### config.mk
export PLATFORM = sky130hd
export DESIGN_NAME = mux_rr_n
export DESIGN_NICKNAME = d
export VERILOG_FILES = /design/src/rtl/mux_rr_n.sv
export SDC_FILE = /design/constraint.sdc
export NUM_CORES = 1
export LEC_CHECK = 0
export ABC_AREA = 0
export CAP_MARGIN = 20
export CORE_AREA = 2 2 45 78
export CTS_CLUSTER_DIAMETER = 50
export CTS_CLUSTER_SIZE = 40
export DETAILED_ROUTE_END_ITERATION = 7
export DIE_AREA = 0 0 47 80
export PLACE_DENSITY = 0.81
export REMOVE_ABC_BUFFERS = 1
export SYNTH_ARGS = -nofsm -noshare
export SYNTH_HDL_FRONTEND = slang
export SYNTH_SLANG_ARGS = --single-unit
export TNS_END_PERCENT = 10
### constraint.sdc
create_clock -name clk -period 2.55 [get_ports clk]
set_input_delay 0.3825 -clock clk [delete_from_list [all_inputs] [get_ports clk]]
set_output_delay 0.3825 -clock clk [all_outputs]
set_load 0.01 [all_outputs]
### src/rtl/mux_rr_n.sv
// N-channel round-robin streaming mux with burst stickiness and a burst-length cap.
// Optional MUX_STATS_EN adds a 16-bit forwarded-word counter on words_out_c.
module mux_rr_n #(
    parameter int unsigned NUM_CH    = 4,
    parameter int unsigned DATA_W    = 8,
    parameter int unsigned MAX_BURST = 16,
    localparam int unsigned CH_W     = (NUM_CH > 1) ? $clog2(NUM_CH) : 1
) (
    input  logic                     clk,
    input  logic                     reset,
    input  logic [NUM_CH*DATA_W-1:0] data_in_c,
    input  logic [NUM_CH-1:0]        valid_in_c,
    input  logic                     pause_c,
    output logic [NUM_CH-1:0]        pop_c,
    output logic [DATA_W-1:0]        data_out_c,
    output logic                     valid_out_c,
    output logic [CH_W-1:0]          active_ch_c
`ifdef MUX_STATS_EN
    ,
    output logic [15:0]              words_out_c
`endif
);

    localparam int unsigned  IDX_W     = CH_W + 1;
    localparam logic [7:0]   BURST_MAX = 8'(MAX_BURST);
    localparam logic [CH_W-1:0] LAST_RST = CH_W'(NUM_CH - 1);

    typedef enum logic {
        IDLE  = 1'b0,
        TRANS = 1'b1
    } state_t;

    state_t             st_q, st_d;
    logic [CH_W-1:0]    cur_ch_q, cur_ch_d;
    logic [CH_W-1:0]    last_ch_q, last_ch_d;
    logic [7:0]         burst_cnt_q, burst_cnt_d;
    logic [DATA_W-1:0]  data_q;
    logic               valid_q;

    logic [CH_W-1:0]    search_base;
    logic [IDX_W-1:0]   idx;
    logic               found;
    logic [CH_W-1:0]    win;
    logic               other_valid;
    logic               cur_valid;
    logic               take;
    logic [CH_W-1:0]    take_ch;
    logic [NUM_CH-1:0]  pop_d;
    logic [DATA_W-1:0]  data_sel;

    // Round-robin search starting just after the base channel, ending on it.
    always_comb begin
        search_base = (st_q == IDLE) ? last_ch_q : cur_ch_q;
        idx         = '0;
        found       = 1'b0;
        win         = '0;
        for (int k = 1; k <= int'(NUM_CH); k++) begin
            idx = {1'b0, search_base} + IDX_W'(k);
            if (idx >= IDX_W'(NUM_CH)) begin
                idx = idx - IDX_W'(NUM_CH);
            end
            if (!found && valid_in_c[idx[CH_W-1:0]]) begin
                found = 1'b1;
                win   = idx[CH_W-1:0];
            end
        end
    end

    always_comb begin
        other_valid = 1'b0;
        for (int i = 0; i < int'(NUM_CH); i++) begin
            if (valid_in_c[i] && (CH_W'(i) != cur_ch_q)) begin
                other_valid = 1'b1;
            end
        end
        cur_valid = valid_in_c[cur_ch_q];
    end

    // Next-state and grant decision.
    always_comb begin
        st_d        = st_q;
        cur_ch_d    = cur_ch_q;
        last_ch_d   = last_ch_q;
        burst_cnt_d = burst_cnt_q;
        take        = 1'b0;
        take_ch     = cur_ch_q;
        if (!pause_c) begin
            case (st_q)
                IDLE: begin
                    if (found) begin
                        take        = 1'b1;
                        take_ch     = win;
                        st_d        = TRANS;
                        cur_ch_d    = win;
                        burst_cnt_d = 8'd1;
                    end
                end
                TRANS: begin
                    if (cur_valid && ((burst_cnt_q < BURST_MAX) || !other_valid)) begin
                        take    = 1'b1;
                        take_ch = cur_ch_q;
                        if (burst_cnt_q < BURST_MAX) begin
                            burst_cnt_d = burst_cnt_q + 8'd1;
                        end
                    end else begin
                        // Handover searched from cur_ch so the switch costs no bubble.
                        last_ch_d = cur_ch_q;
                        if (found) begin
                            take        = 1'b1;
                            take_ch     = win;
                            cur_ch_d    = win;
                            burst_cnt_d = 8'd1;
                        end else begin
                            st_d = IDLE;
                        end
                    end
                end
                default: st_d = IDLE;
            endcase
        end
    end

    always_comb begin
        pop_d    = '0;
        data_sel = '0;
        for (int i = 0; i < int'(NUM_CH); i++) begin
            if (take_ch == CH_W'(i)) begin
                pop_d[i] = take;
                data_sel = data_in_c[i*DATA_W +: DATA_W];
            end
        end
    end

    always_ff @(posedge clk) begin
        if (reset) begin
            st_q        <= IDLE;
            cur_ch_q    <= '0;
            last_ch_q   <= LAST_RST;
            burst_cnt_q <= '0;
            data_q      <= '0;
            valid_q     <= 1'b0;
        end else begin
            st_q        <= st_d;
            cur_ch_q    <= cur_ch_d;
            last_ch_q   <= last_ch_d;
            burst_cnt_q <= burst_cnt_d;
            data_q      <= take ? data_sel : '0;
            valid_q     <= take;
        end
    end

    assign pop_c       = reset ? '0 : pop_d;
    assign data_out_c  = data_q;
    assign valid_out_c = valid_q;
    assign active_ch_c = cur_ch_q;

`ifdef MUX_STATS_EN
    logic [15:0] words_q;

    // Wrapping count of words presented on the output.
    always_ff @(posedge clk) begin
        if (reset) begin
            words_q <= '0;
        end else if (valid_q) begin
            words_q <= words_q + 16'd1;
        end
    end

    assign words_out_c = words_q;
`else
    // Statistics counter not built.
`endif

endmodule

==> results.cfg, run 1 <==
[synthesis]
synthCells = 133
synthFlopType = dfxtp_1
netlist_area_um2 = 1220
seq_area_frac_synth_pct = 36.0
synthArstFlopShare_pct = 0
synth_common_cells = dfxtp_1, mux2i_1, nor2_1, o22ai_1, a21oi_1
yosysWarnings = 0
yosysTopAreaCell = dfxtp_1
postSynthAreaPerCell_um2 = 9.20
synth_seq_cells = 22
synth_cell_types = 37
synth_most_common_cell = dfxtp_1
synth_top_area_share_pct = 36.0
synthTopCellsByArea = dfxtp_1, mux2i_1, nor2_1, o22ai_1, a21oi_1
synth-edff-count = 0

[global_routing]
grt_pass1_vias = 1522
grtUsageMet1_pct = 22.3
gr-total-overflow = 0
grt_use_met3_pct = 4.98
grt_pass1_wl_um = 6550
grtUsageTotal_pct = 23.8
top_usage_layer = met2
antenna_found_initial = 0
use_met2_pct = 47.1
grt_max_degree = 17

[die]
die_height_um = 80
num_io_pins = 54
coreArea_um2 = 3110
initial_utilization_pct = 39.4
num_rows = 27
fp.dieArea_um2 = 3760
die_x_um = 47

[timing]
fmax_ghz = 0.372
worst_pin_slew_ns = 0.385
finalSetupViolations = 8
rsz0062_at_grt = yes
max-slew-margin-rel_pct = 74.1
layout_setup_ws_ns = -0.140
maxSlewViolCount = 0
hold_viol = 0
skew_ns = 0.000752
fin_setup_tns_ns = -0.311
fin_crit_ns = 2.69
fin_crit_sh_pct = 105

[finish]
drive_above_1_share_pct = 28.7
multi_input_area_um2 = 771
nFillCells = 240
area.sequential_um2 = 448
nets = 264
diodes = 0
final_area_um2 = 2160
area_delta_synth_final_pct = 76.8

[detailed_routing]
drc = 0
viasPerCell = 5.29
wirelength_um = 4150
antenna_left = 0
vias = 1408
drt_iter0_drc = 23
dr.pass1.iters = 4
routedWlPerCell_um = 15.6

[place]
port_buffers = 53
hpwl_um = 2970
placed_area_um2 = 2010
gp_congestion = 0.837

[power]
seqPwrFrac_pct = 39.1
combPwrFrac_pct = 34.2
switchingPower_w = 0.000269
total_power_w = 0.000962
power.density_nw_per_um2 = 445
leakage_nw = 0.893
internal_power_w = 0.000694
swShare_pct = 27.9
ir_drop_mv = 0.387
p_clk_share_pct = 26.7

[worst_setup_path]
critPathBufInv = 4
crit_chain = or4_4 -> a21boi_4 -> a21o_4 -> buf_6 -> buf_6 -> a311oi_4 -> buf_4 -> nor2_2 -> buf_2
cp.required_ns = 2.17
startpoint_type = flop
r2r_setup_slack_ns = -0.09
crit_top_cell = buf_6
path_class = reg -> out
slowest_delay_ns = 0.52
cp_data_arrival_time_ns = 2.31
worstPathMaxFanout = 3
crit_family = compound AO/OA/AOI/OAI gates
critPathCaptureType = output port
crit_slowest_cell = or4_4

[status]
violations = negative setup slack
status = finished, violations left

[clocking]
cts_tree = yes
clockBufferDepth = 2
numCtsBuffers = 3
h-tree-depth = 1
clock_latency_ns = 0.26
cts_sinks = 22
cts.reportedPaths.clkPinSlew_ns = 0.08
clock-root-buffer = clkbuf_8
cts_hold_buf = 0

[job]
drv_cap = 0

[hold_path]
worstHoldPathType = reg -> reg
cells by family (layout without fill, tap and decap cells):
logic type                 Yosys count  in the layout  synth area share [%]
AOI/OAI and AO/OA                   39             39                  22.9
DFF                                 22             22                  36.0
adders and majority gates            1              1                  1.02
muxes                               20             20                  17.5
buffers and inverters               11            101                  5.52
and+or+nand+nor                     40             40                  17.1
final timing paths:
check / startpoint / to / depth (start not counted)
max: burst_cnt_q[7] / pop_c[1] / 9
min: last_ch_q[1] / last_ch_q[1] / 1
max reg2reg: burst_cnt_q[7] / data_out_c[5] / 10
min reg2reg: last_ch_q[1] / last_ch_q[1] / 1
power groups by stage:
stage | registers [W] | logic (W) | clock network, W
global placement | 0.000381 | 0.000292 | 0
global route | 0.000378 | 0.000353 | 0.000266
finish | 0.000376 | 0.000330 | 0.000257
detailed placement | 0.000383 | 0.000301 | 0
CTS | 0.000375 | 0.000320 | 0.000253
floorplan | 0.000390 | 0.000117 | 0
sequential cells by signal (all words and copies together), names as in the netlist:
name / cells
active_ch_c: 2
burst_cnt_q: 8
data_out_c: 8
last_ch_q: 2
st_q: 1
valid_out_c: 1
cells in the final DEF, fill, tap and decap left out, types with 2 or more instances in the layout:
cell type / n
a211o_1: 3
buf_6: 4
dfxtp_2: 3
o21ai_0: 4
nor2_1: 15
dfxtp_1: 18
nand3_1: 2
clkdlybuf4s50_1: 45
nor3_1: 2
nand3b_1: 3
mux2i_1: 18
and2_1: 4
nand2_1: 4
a21oi_1: 7
or3_1: 2
buf_4: 36
clkbuf_8: 4
o22ai_1: 9
inv_1: 4
buf_2: 4
dlygate4sd2_1: 4
a22oi_1: 2
a32oi_1: 2
repair_timing:
action | CTS | global route
resized for setup | 34 | 4
hold endpoints to repair | 0 | 0
pin swaps | 10 | 2
setup buffers | 8 | 0
endpoints found under the setup margin | 12 | 12
per-layer routing:
| layer | up-vias | routed length, µm |
|---|---|---|
| met5 | - | 0 |
| met4 | 0 | 50 |
| met3 | 7 | 259 |
| met2 | 58 | 2490 |
| met1 | 663 | 1360 |
| li1 | 680 | - |
cell type report:
| cell class | instances | share of cell area, % |
|---|---|---|
| timing repair buffer | 93 | 37.9 |
| multi-input combinational | 100 | 35.6 |
| sequential | 22 | 20.7 |
| clock buffer | 4 | 2.54 |
| tap | 43 | 2.49 |
| inverter | 4 | 0.694 |
per-stage QoR:
step	worst slack (ns)	utilization (%)	hold WS (ns)	std cells
3_5_place_dp	-0.577	64.6	0.461	254
6_report	-0.140	69.6	0.478	266
5_1_grt	-0.204	69.6	0.493	266
3_3_place_gp	-0.514	64.6	0.446	254
2_1_floorplan	-0.490	-	0.431	126
4_1_cts	-0.103	69.1	0.475	266
(Power assumes the default switching activity.)
==> run 2, diff against run 1 <==
--- a/config.mk
+++ b/config.mk
@@ -6,6 +6,7 @@
 export NUM_CORES = 1
 export LEC_CHECK = 0
 export ABC_AREA = 0
+export ABC_CLOCK_PERIOD_IN_PS = 2550
 export CAP_MARGIN = 20
 export CORE_AREA = 2 2 45 78
 export CTS_CLUSTER_DIAMETER = 50
==> results of run 2 <==
No change in the layout: final DEF, timing and power equal those of run 1.
==> run 3, diff against run 2 <==
--- a/config.mk
+++ b/config.mk
@@ -6,7 +6,6 @@
 export NUM_CORES = 1
 export LEC_CHECK = 0
 export ABC_AREA = 0
-export ABC_CLOCK_PERIOD_IN_PS = 2550
 export CAP_MARGIN = 20
 export CORE_AREA = 2 2 45 78
 export CTS_CLUSTER_DIAMETER = 50
==> results of run 3 <==
No change in the layout: final DEF, timing and power equal those of run 1.
